## src/rtl/sm_binary_to_bcd.sv

```systemverilog
// Sequential sign-magnitude binary to signed BCD converter.
// Uses shift-and-add-3 (double dabble), one magnitude bit per clock, with a
// start/busy/done handshake. Output format: [15] sign, [14:12] zero,
// [11:8] hundreds, [7:4] tens, [3:0] ones.
module sm_binary_to_bcd #(
    parameter int N = 8
) (
    input  logic         clk,
    input  logic         reset,
    input  logic         start,
    input  logic [N-1:0] binary_sm,
    output logic         busy,
    output logic         done,
    output logic [15:0]  bcd
);

    localparam int M  = N - 1;        // magnitude width
    localparam int CW = $clog2(N);    // counter must hold N-1

    typedef enum logic [1:0] {
        IDLE  = 2'd0,
        SHIFT = 2'd1,
        DONE  = 2'd2
    } state_t;

    state_t          state_q, state_d;
    logic [M-1:0]    mag_q,   mag_d;
    logic [11:0]     scr_q,   scr_d;
    logic            sign_q,  sign_d;
    logic [CW-1:0]   cnt_q,   cnt_d;
    logic            busy_q,  busy_d;
    logic            done_q,  done_d;
    logic [15:0]     bcd_q,   bcd_d;

    logic [11:0]     scr_adj;
    logic            accept;

    // Add-3 correction applied to each scratch digit before it is doubled
    genvar gi;
    generate
        for (gi = 0; gi < 3; gi++) begin : g_adj
            assign scr_adj[gi*4 +: 4] = (scr_q[gi*4 +: 4] >= 4'd5)
                                      ? scr_q[gi*4 +: 4] + 4'd3
                                      : scr_q[gi*4 +: 4];
        end
    endgenerate

    // A new operand may be taken when idle or in the final (result) cycle
    assign accept = start && ((state_q == IDLE) || (state_q == DONE));

    // Next-state and datapath logic; all outputs come from registers
    always_comb begin
        state_d = state_q;
        mag_d   = mag_q;
        scr_d   = scr_q;
        sign_d  = sign_q;
        cnt_d   = cnt_q;
        busy_d  = busy_q;
        done_d  = 1'b0;
        bcd_d   = bcd_q;

        case (state_q)
            IDLE: begin
                busy_d = 1'b0;
            end
            SHIFT: begin
                busy_d = 1'b1;
                scr_d  = {scr_adj[10:0], mag_q[M-1]};
                mag_d  = {mag_q[M-2:0], 1'b0};
                cnt_d  = cnt_q - CW'(1);
                if (cnt_q == CW'(1)) begin
                    state_d = DONE;
                end
            end
            DONE: begin
                // Negative zero is reported as positive zero
                bcd_d   = {sign_q & (|scr_q), 3'b000, scr_q};
                done_d  = 1'b1;
                busy_d  = 1'b0;
                state_d = IDLE;
            end
            default: begin
                state_d = IDLE;
                busy_d  = 1'b0;
            end
        endcase

        if (accept) begin
            mag_d   = binary_sm[M-1:0];
            sign_d  = binary_sm[N-1];
            scr_d   = 12'h000;
            cnt_d   = CW'(N - 1);
            busy_d  = 1'b1;
            state_d = SHIFT;
        end
    end

    // State and datapath registers with synchronous reset
    always_ff @(posedge clk) begin
        if (reset) begin
            state_q <= IDLE;
            mag_q   <= '0;
            scr_q   <= '0;
            sign_q  <= 1'b0;
            cnt_q   <= '0;
            busy_q  <= 1'b0;
            done_q  <= 1'b0;
            bcd_q   <= 16'h0000;
        end else begin
            state_q <= state_d;
            mag_q   <= mag_d;
            scr_q   <= scr_d;
            sign_q  <= sign_d;
            cnt_q   <= cnt_d;
            busy_q  <= busy_d;
            done_q  <= done_d;
            bcd_q   <= bcd_d;
        end
    end

    assign busy = busy_q;
    assign done = done_q;
    assign bcd  = bcd_q;

endmodule

```

## config.mk

```make
export PLATFORM = sky130hd
export DESIGN_NAME = sm_binary_to_bcd
export DESIGN_NICKNAME = d
export VERILOG_FILES = /design/src/rtl/sm_binary_to_bcd.sv
export SDC_FILE = /design/constraint.sdc
export NUM_CORES = 1
export LEC_CHECK = 0
export BUFFER_PORTS_ARGS = -buffer_cell sky130_fd_sc_hd__buf_2
export CORE_MARGIN = 1.5
export CORE_UTILIZATION = 40
export DETAILED_ROUTE_END_ITERATION = 8
export GPL_TIMING_DRIVEN = 0
export HOLD_SLACK_MARGIN = 0.15
export PLACE_DENSITY = 0.72
export SYNTH_ARGS = -nofsm -noshare
export SYNTH_HDL_FRONTEND = slang
export SYNTH_SLANG_ARGS = --single-unit
export TNS_END_PERCENT = 100
```

## constraint.sdc

```tcl
create_clock -name clk -period 2 [get_ports clk]
set_input_delay 0.5 -clock clk [delete_from_list [all_inputs] [get_ports clk]]
set_output_delay 0.5 -clock clk [all_outputs]
set_load 0.05 [all_outputs]
```

==> key figures, run 1 <==
Critical path
  • Critical path depth: 6
  • Crit Path Max Fanout: 5
  • R2r setup slk: 430 ps
  • R2R depth: 6
  • Crit path from: scr_q[4]
  • CP arrival: 1780 ps
  • Crit path to: scr_q[5]
  • CP delay by family, top: simple AND/OR/NAND/NOR gates
  • Required time worst endpoint: 2210 ps
  • CP peak stage delay: 410 ps
  • Worst R2R End: scr_q[5]
  • Slowest CP cell: dfxtp_1
  • Setup Crit Path Kind: reg2reg
  • Worst setup SP type: register
  • Launch point of the worst reg-to-reg path: scr_q[4]
  • Buf+Inv Stages, Crit Path: 1
  • Crit-path cells: inv_1 > ha_1 > nand2b_1 > a21oi_1 > or4_1 > o311ai_1
  • Critical path endpoint category: register

Clocking
  • Root buffer cell: clkbuf_8
  • Clock buffer depth: 2
  • Clk_lat worst skew: 300 ps
  • Clock slew at reported path FFs: 80 ps
  • CTS Hold Bufs: 0
  • CTS tree: yes
  • Clock sink total: 40
  • Num CTS Buffers: 5
  • H-tree depth: 2
  • Post-CTS Setup Repair Bufs: 0
  • Post_cts resized: 0

Die
  • # IOs: 29
  • Core box area: 4380 µm²
  • Die height: 70.9 µm
  • Initial Util: 42.0%
  • Num rows: 24
  • Die Width: 70.9 µm
  • Die area: 5020 µm²

Yosys
  • Fraction of registers with async set/reset: 0%
  • Syn Area/Cell: 8.08 µm²
  • Synth Register Bits: 40
  • Post-synth cell types: 34
  • Mapped Cells: 228
  • EDFF count, synth: 0
  • Synth Cell Area: 1840 µm²
  • Sequential area share after synthesis: 43.4%
  • Top FF cell, synth: dfxtp_1
  • Warnings from Yosys: 0

Global route
  • Overflow after GRT: 0
  • Number of global-route vias before repair: 1436
  • Initial antenna violation count: 0
  • Total global-route track usage: 16.1%
  • First-pass GRT wire length: 6380 µm
  • Largest net degree at the start of global routing: 13

Finish
  • Seq. cell area: 801 µm²
  • Final #Nets: 282
  • Area of the multi-input gates: 911 µm²
  • Fillers: 459
  • Fin cells: 314
  • Inserted Diodes: 0
  • Share of layout cells above drive strength 1: 16.4%
  • Syn-to-layout area delta: 17.3%

Timing
  • Slew headroom: 64.1%
  • Unrepaired setup endpoints after global routing: false
  • Final-report max-slew violation count: 0
  • Min cycle time layout: 1570 ps
  • Final setup viols: 0
  • Fin crit share: 78.5%
  • Fmax: 0.637 GHz
  • Final Hold Viols: 0
  • Setup TNS: 0 ps
  • Worst-Margin Slew: 539 ps
  • Clk_skew: 4.40 ps

Placed design
  • IO Port Bufs: 24
  • Cell count after placement: 306
  • RD Place Congestion: 0.833
  • Placed wire-length estimate: 2680 µm

Power and ir drop
  • VDD IR max: 427 µV
  • Leak Pwr: 0.883 nW
  • Switching power: 0.000425 W
  • Combinational Power Share: 10.6%
  • Net Sw Frac: 24.2%
  • Clock share of power: 41.3%
  • P_int: 0.00133 W
  • Seq pwr share: 48.0%
  • Power Dens Cells: 811 nW/µm²

Drt
  • Vias per inst: 5.07
  • WL/cell: 12.0 µm
  • First-pass DRT Iterations: 4
  • Remaining DRCs: 0
  • DRT Wirelength: 3760 µm
  • DRT iter0 DRCs: 114
  • Antenna Nets Post-Route: 0
  • Routed vias: 1592

Outcome
  • Status: completed

Run
  • Number of max-cap violations: 0

Hold path
  • Worst min path class: in2reg
synth_stat cells (2+ instances only):
master	count	area share (%)
nor3b_1	2	0.81
buf_4	3	1.2
a21oi_1	30	8.1
nand2b_1	7	2.4
or4_1	3	1.2
a211o_1	3	1.4
ha_1	10	6.8
dfxtp_1	40	43
inv_1	11	2.2
nor2b_1	2	0.68
a311oi_1	5	2.4
a211oi_1	2	0.81
clkbuf_2	2	0.54
nor3_1	6	1.6
o311ai_1	2	0.95
o211ai_1	3	1.2
nor4_1	2	0.68
nand2_1	47	9.6
o21ai_0	6	1.6
nor2_1	13	2.6
mux2i_1	2	1.1
nand3_1	4	1.1
buf_2	4	1.1
clkbuf_1	9	1.8
state kept, by name, indices dropped and copies added (netlist names):
name / cells
done: 1
busy: 1
cnt_q: 3
sign_q: 1
state_q: 2
mag_q: 7
scr_q: 12
bcd: 13
final cells by class:
cell class                 count  area share, %
buffer                        19           4.51
tap                           52           3.01
inverter                      11           1.91
timing repair buffer          24           5.56
multi-input combinational    160           42.1
clock buffer                   7           4.46
clock inverter                 1           1.39
sequential                    40           37.0
layout by cell type, fill, tap and decap left out, drive strengths merged:
cell | synthesis | final
nand3 | 4 | 4
conb | 1 | 3
a211oi | 2 | 2
clkbuf | 11 | 18
and2b | 1 | 1
nor4 | 2 | 2
nor4b | 1 | 1
inv | 11 | 11
nand2 | 47 | 47
o211ai | 3 | 3
nor3b | 2 | 2
nor2 | 13 | 13
ha | 10 | 10
o31ai | 1 | 1
a211o | 3 | 3
a21oi | 30 | 30
a311oi | 5 | 5
mux2i | 2 | 2
buf | 8 | 32
xor2 | 1 | 1
o41ai | 1 | 1
o21ai | 6 | 6
o22ai | 1 | 1
or4 | 3 | 3
bufinv | 0 | 1
nor3 | 6 | 6
nand2b | 8 | 8
o311ai | 2 | 2
dfxtp | 40 | 40
nor2b | 2 | 2
nand4 | 1 | 1
through the flow:
stage | instance area, µm² | power (W) | hold WS (ps) | util [%] | worst slack [ps]
after CTS | 2160 | 0.00177 | 426 | 49.3 | 444
after global placement | 2040 | 0.00105 | 440 | 46.4 | 364
final | 2160 | 0.00175 | 435 | 49.3 | 430
after detailed placement | 2040 | 0.00105 | 446 | 46.4 | 394
after global routing | 2160 | 0.00183 | 446 | 49.3 | 307
after floorplan | 1850 | 0.00100 | 432 | - | 564
metal layers:
layer  share of wire [%]  up-vias  global-route usage [%]
met4                 2.0        0                    6.29
met5                   0        -                       0
li1                    -      837                       -
met2                  44       40                    25.6
met3                 5.2        8                    5.56
met1                  49      707                    20.1
worst min-delay path by stage:
stage / cells after the start / slack [ps] / end / from
4_1_cts: 3 / 430 / sign_q / binary_sm[7]
3_3_place_gp: 2 / 440 / bcd[11] / bcd[11]
2_1_floorplan: 2 / 430 / scr_q[0] / mag_q[6]
3_5_place_dp: 2 / 450 / bcd[7] / bcd[7]
6_report: 3 / 440 / sign_q / binary_sm[7]
5_1_grt: 3 / 450 / sign_q / binary_sm[7]
logic make-up after synthesis:
kind of cell | synth area share [%]
AND/OR/NAND/NOR | 22.7
AO/OA/AOI/OAI | 17.8
flip-flops | 43.4
buffers and inverters | 7.54
adder cells (fa/ha/maj) | 6.79
multiplexers | 1.09
other | 0.203
XOR/XNOR | 0.475
power by group through the flow:
stage / clock network (W) / logic (W) / registers, W
after floorplan: 0 / 0.000135 / 0.000864
final: 0.000725 / 0.000187 / 0.000843
after global placement: 0 / 0.000185 / 0.000860
after CTS: 0.000739 / 0.000188 / 0.000843
after detailed placement: 0 / 0.000186 / 0.000861
after global routing: 0.000779 / 0.000208 / 0.000846
worst min-delay path: cells and delay by family:
kind / cells / cell delay [ps]
buf+inv: 1 / 90
simple gates: 1 / 40
compound gates: 1 / 50
Power figures use the tool's default switching activity.
==> run 2, diff against run 1 <==
- ABC_AREA: not set -> 1
- clock period: 2 -> 1.58 ns (I/O delays scaled with it)
==> run 2 against run 1 <==
Effect of this change:
- non-clock buffer count decreased by 8
- sequential power increased by 32%
- first-iteration DRC count decreased by 18%
- critical endpoint is now bcd[3]
- largest power group unchanged
- highest routed layer unchanged
==> key figures, run 2 <==
Outcome
  • Status: completed

Timing
  • Fin crit share: 83.0%
  • Final setup viols: 0 (unchanged)
  • Clk_skew: 5.20 ps (+0.802 ps)
  • Setup TNS: 0 ps (unchanged)
  • Unrepaired setup endpoints after global routing: false
  • Min cycle time layout: 1310 ps
  • Fmax: 0.762 GHz
  • Final-report max-slew violation count: 0 (unchanged)
  • Final Hold Viols: 0 (unchanged)
  • Worst hold margin: 327 ps (-108 ps)

Placed design
  • Placed wire-length estimate: 2870 µm (+7.0%)
  • IO Port Bufs: 25 (+4.2%)
  • RD Place Congestion: 0.855 (+2.6%)
  • Placed cell area: 2030 µm² (-0.25%)

Hold path
  • Worst Hold Endpoint: mag_q[0]
  • Startpoint of the worst hold path: binary_sm[0]
  • WHS Path Cells: 3 (unchanged)
  • Worst min path class: in2reg

Clocking
  • H-tree depth: 2 (unchanged)
  • Num CTS Buffers: 5 (unchanged)
  • Clock sink total: 40 (unchanged)
  • CTS tree: yes
  • Root buffer cell: clkbuf_8
  • Clk_lat worst skew: 290 ps (about the same)
  • Post_cts resized: 0 (unchanged)
  • Clock slew at reported path FFs: 70 ps (about the same)
  • CTS Hold Bufs: 0 (unchanged)
  • Clock buffer depth: 2 (unchanged)
  • Post-CTS Setup Repair Bufs: 0 (unchanged)

Finish
  • Syn-to-layout area delta: 15.7%
  • Final Cell Area: 2120 µm² (-1.9%)
  • Inserted Diodes: 0 (unchanged)
  • Area of the multi-input gates: 850 µm² (-6.7%)
  • Final #Nets: 304 (+7.8%)
  • Seq. cell area: 801 µm² (unchanged)
  • Share of layout cells above drive strength 1: 18.0% (+1.5 points)
  • Commonest cells after routing, fill and taps aside: dfxtp_1 (40), nand2_1 (39), o21ai_0 (32), a21oi_1 (32), buf_2 (30)
  • Commonest non-fill, non-tap cell in the layout: dfxtp_1
  • Max FFs per register: 13 (unchanged)
  • Fillers: 457 (-0.44%)
  • Core Util, Final: 48.4% (-0.94 points)

Drt
  • DR top layer: met4
  • Vias per inst: 4.93 (-2.7%)
  • DRT Wirelength: 3950 µm (+5.1%)
  • Routed vias: 1658 (+4.1%)
  • Met3 routed WL: 160 µm (-18%)
  • Remaining DRCs: 0 (unchanged)
  • Antenna Nets Post-Route: 0 (unchanged)
  • WL/cell: 11.8 µm (-1.8%)
  • M1 WL: 1800 µm (-1.6%)
  • Met2 wire length: 1920 µm (+16%)
  • DRT iter0 DRCs: 93 (-18%)
  • First-pass DRT Iterations: 4 (unchanged)

Critical path
  • CP arrival: 920 ps (-860 ps)
  • Slowest CP cell: dfxtp_1
  • Worst setup SP type: register
  • CP peak stage delay: 350 ps (-60 ps)
  • R2r setup slk: 300 ps (-130 ps)
  • Worst R2R End: scr_q[1]
  • Critical path endpoint category: output port
  • Required time worst endpoint: 1180 ps (-1030 ps)
  • CP delay by family, top: flip-flops
  • Crit-path cells: buf_2
  • Launch point of the worst reg-to-reg path: scr_q[0]
  • Crit path from: bcd[3]
  • Buf+Inv Stages, Crit Path: 1 (unchanged)
  • R2R depth: 8 (+2)
  • Crit Path Max Fanout: 2 (-3)
  • Setup Crit Path Kind: reg2out

Die
  • # IOs: 29 (unchanged)
  • Die height: 70.7 µm (-0.26%)
  • Initial Util: 41.8% (-0.23 points)
  • Die Width: 70.7 µm (-0.26%)
  • Num rows: 24 (unchanged)
  • Die area: 5000 µm² (-0.52%)
  • Core box area: 4380 µm² (unchanged)

Global route
  • First-pass GRT wire length: 6790 µm (+6.4%)
  • Largest net degree at the start of global routing: 12 (-1)
  • Total global-route track usage: 16.9% (+0.83 points)
  • Number of global-route vias before repair: 1536 (+7.0%)
  • Initial antenna violation count: 0 (unchanged)
  • Overflow after GRT: 0 (unchanged)

Yosys
  • Mapped Cells: 249 (+9.2%)
  • Sequential area share after synthesis: 43.7% (+0.24 points)
  • Commonest cells post-synth: dfxtp_1 (40), nand2_1 (39), a21oi_1 (32), o21ai_0 (32), inv_1 (28)
  • Syn Area/Cell: 7.36 µm² (-8.9%)
  • Top post-synthesis cells by area: dfxtp_1 (44%), a21oi_1 (8.7%), o21ai_0 (8.7%)
  • Synth Register Bits: 40 (unchanged)
  • EDFF count, synth: 0 (unchanged)
  • Warnings from Yosys: 0 (unchanged)
  • Top FF cell, synth: dfxtp_1
  • Fraction of registers with async set/reset: 0% (unchanged)
  • Area leader, netlist: dfxtp_1
  • Post-synth cell types: 19 (-44%)
  • Synth Cell Area: 1830 µm² (-0.54%)
  • Cell with the most instances after synthesis: dfxtp_1
  • Synth top area share: 43.7% (+0.24 points)

Power and ir drop
  • VDD IR max: 497 µV (+16%)
  • Power Dens Cells: 1050 nW/µm² (+29%)
  • Leak Pwr: 1.00 nW (+13%)

Run
  • Number of max-cap violations: 0 (unchanged)
[run 2: worst max path at each step]
stage                          end  slack (ps)  depth (start not counted)
final                       bcd[3]         270                          1
after floorplan           scr_q[5]         430                          8
after CTS                   bcd[3]         260                          1
after global routing      scr_q[5]         170                          8
after detailed placement  scr_q[1]         300                          8
after global placement    scr_q[5]         320                          8
[run 2: through the flow]
step           power, W  std cells  setup WS, ps
4_1_cts         0.00225        336           260
3_5_place_dp    0.00155        328           304
6_report        0.00222        336           268
3_3_place_gp    0.00155        328           317
5_1_grt         0.00235        336           170
2_1_floorplan   0.00145        251           435
[run 2: cells by family (layout without fill, tap and decap cells)]
kind of cell	after synthesis	in the layout	share of synthesized area [%]
AOI/OAI and AO/OA	66	66	18.2
DFF	40	40	43.7
and+or+nand+nor	88	88	20.2
adders and majority gates	10	10	6.83
other	1	3	0.205
xor gates and xnor gates	1	1	0.478
buffers and inverters	43	76	10.4
[run 2: metal layers]
metal,global-route usage (%),up-vias
met2,28.5,29
li1,-,865
met4,6.29,0
met5,0,-
met3,4.42,8
met1,20.9,756
[run 2: area by class of cell]
type                    count  area share, %
multi-input cells         168           40.1
flip-flops and latches     40           37.8
repair buffers             25           5.90
inverters                  33           5.84
clock buffers               8           4.25
plain buffers              10           3.13
well taps                  52           3.07
[run 2: power by group]
group | total [W] | leakage (nW) | internal (W) | switching, W
Sequential | 0.00111 | 0.326 | 0.00107 | 0.0000361
Clock | 0.000691 | 0.0455 | 0.000356 | 0.000335
Combinational | 0.000422 | 0.629 | 0.000133 | 0.000289
Total | 0.00222 | 1.00 | 0.00156 | 0.000661
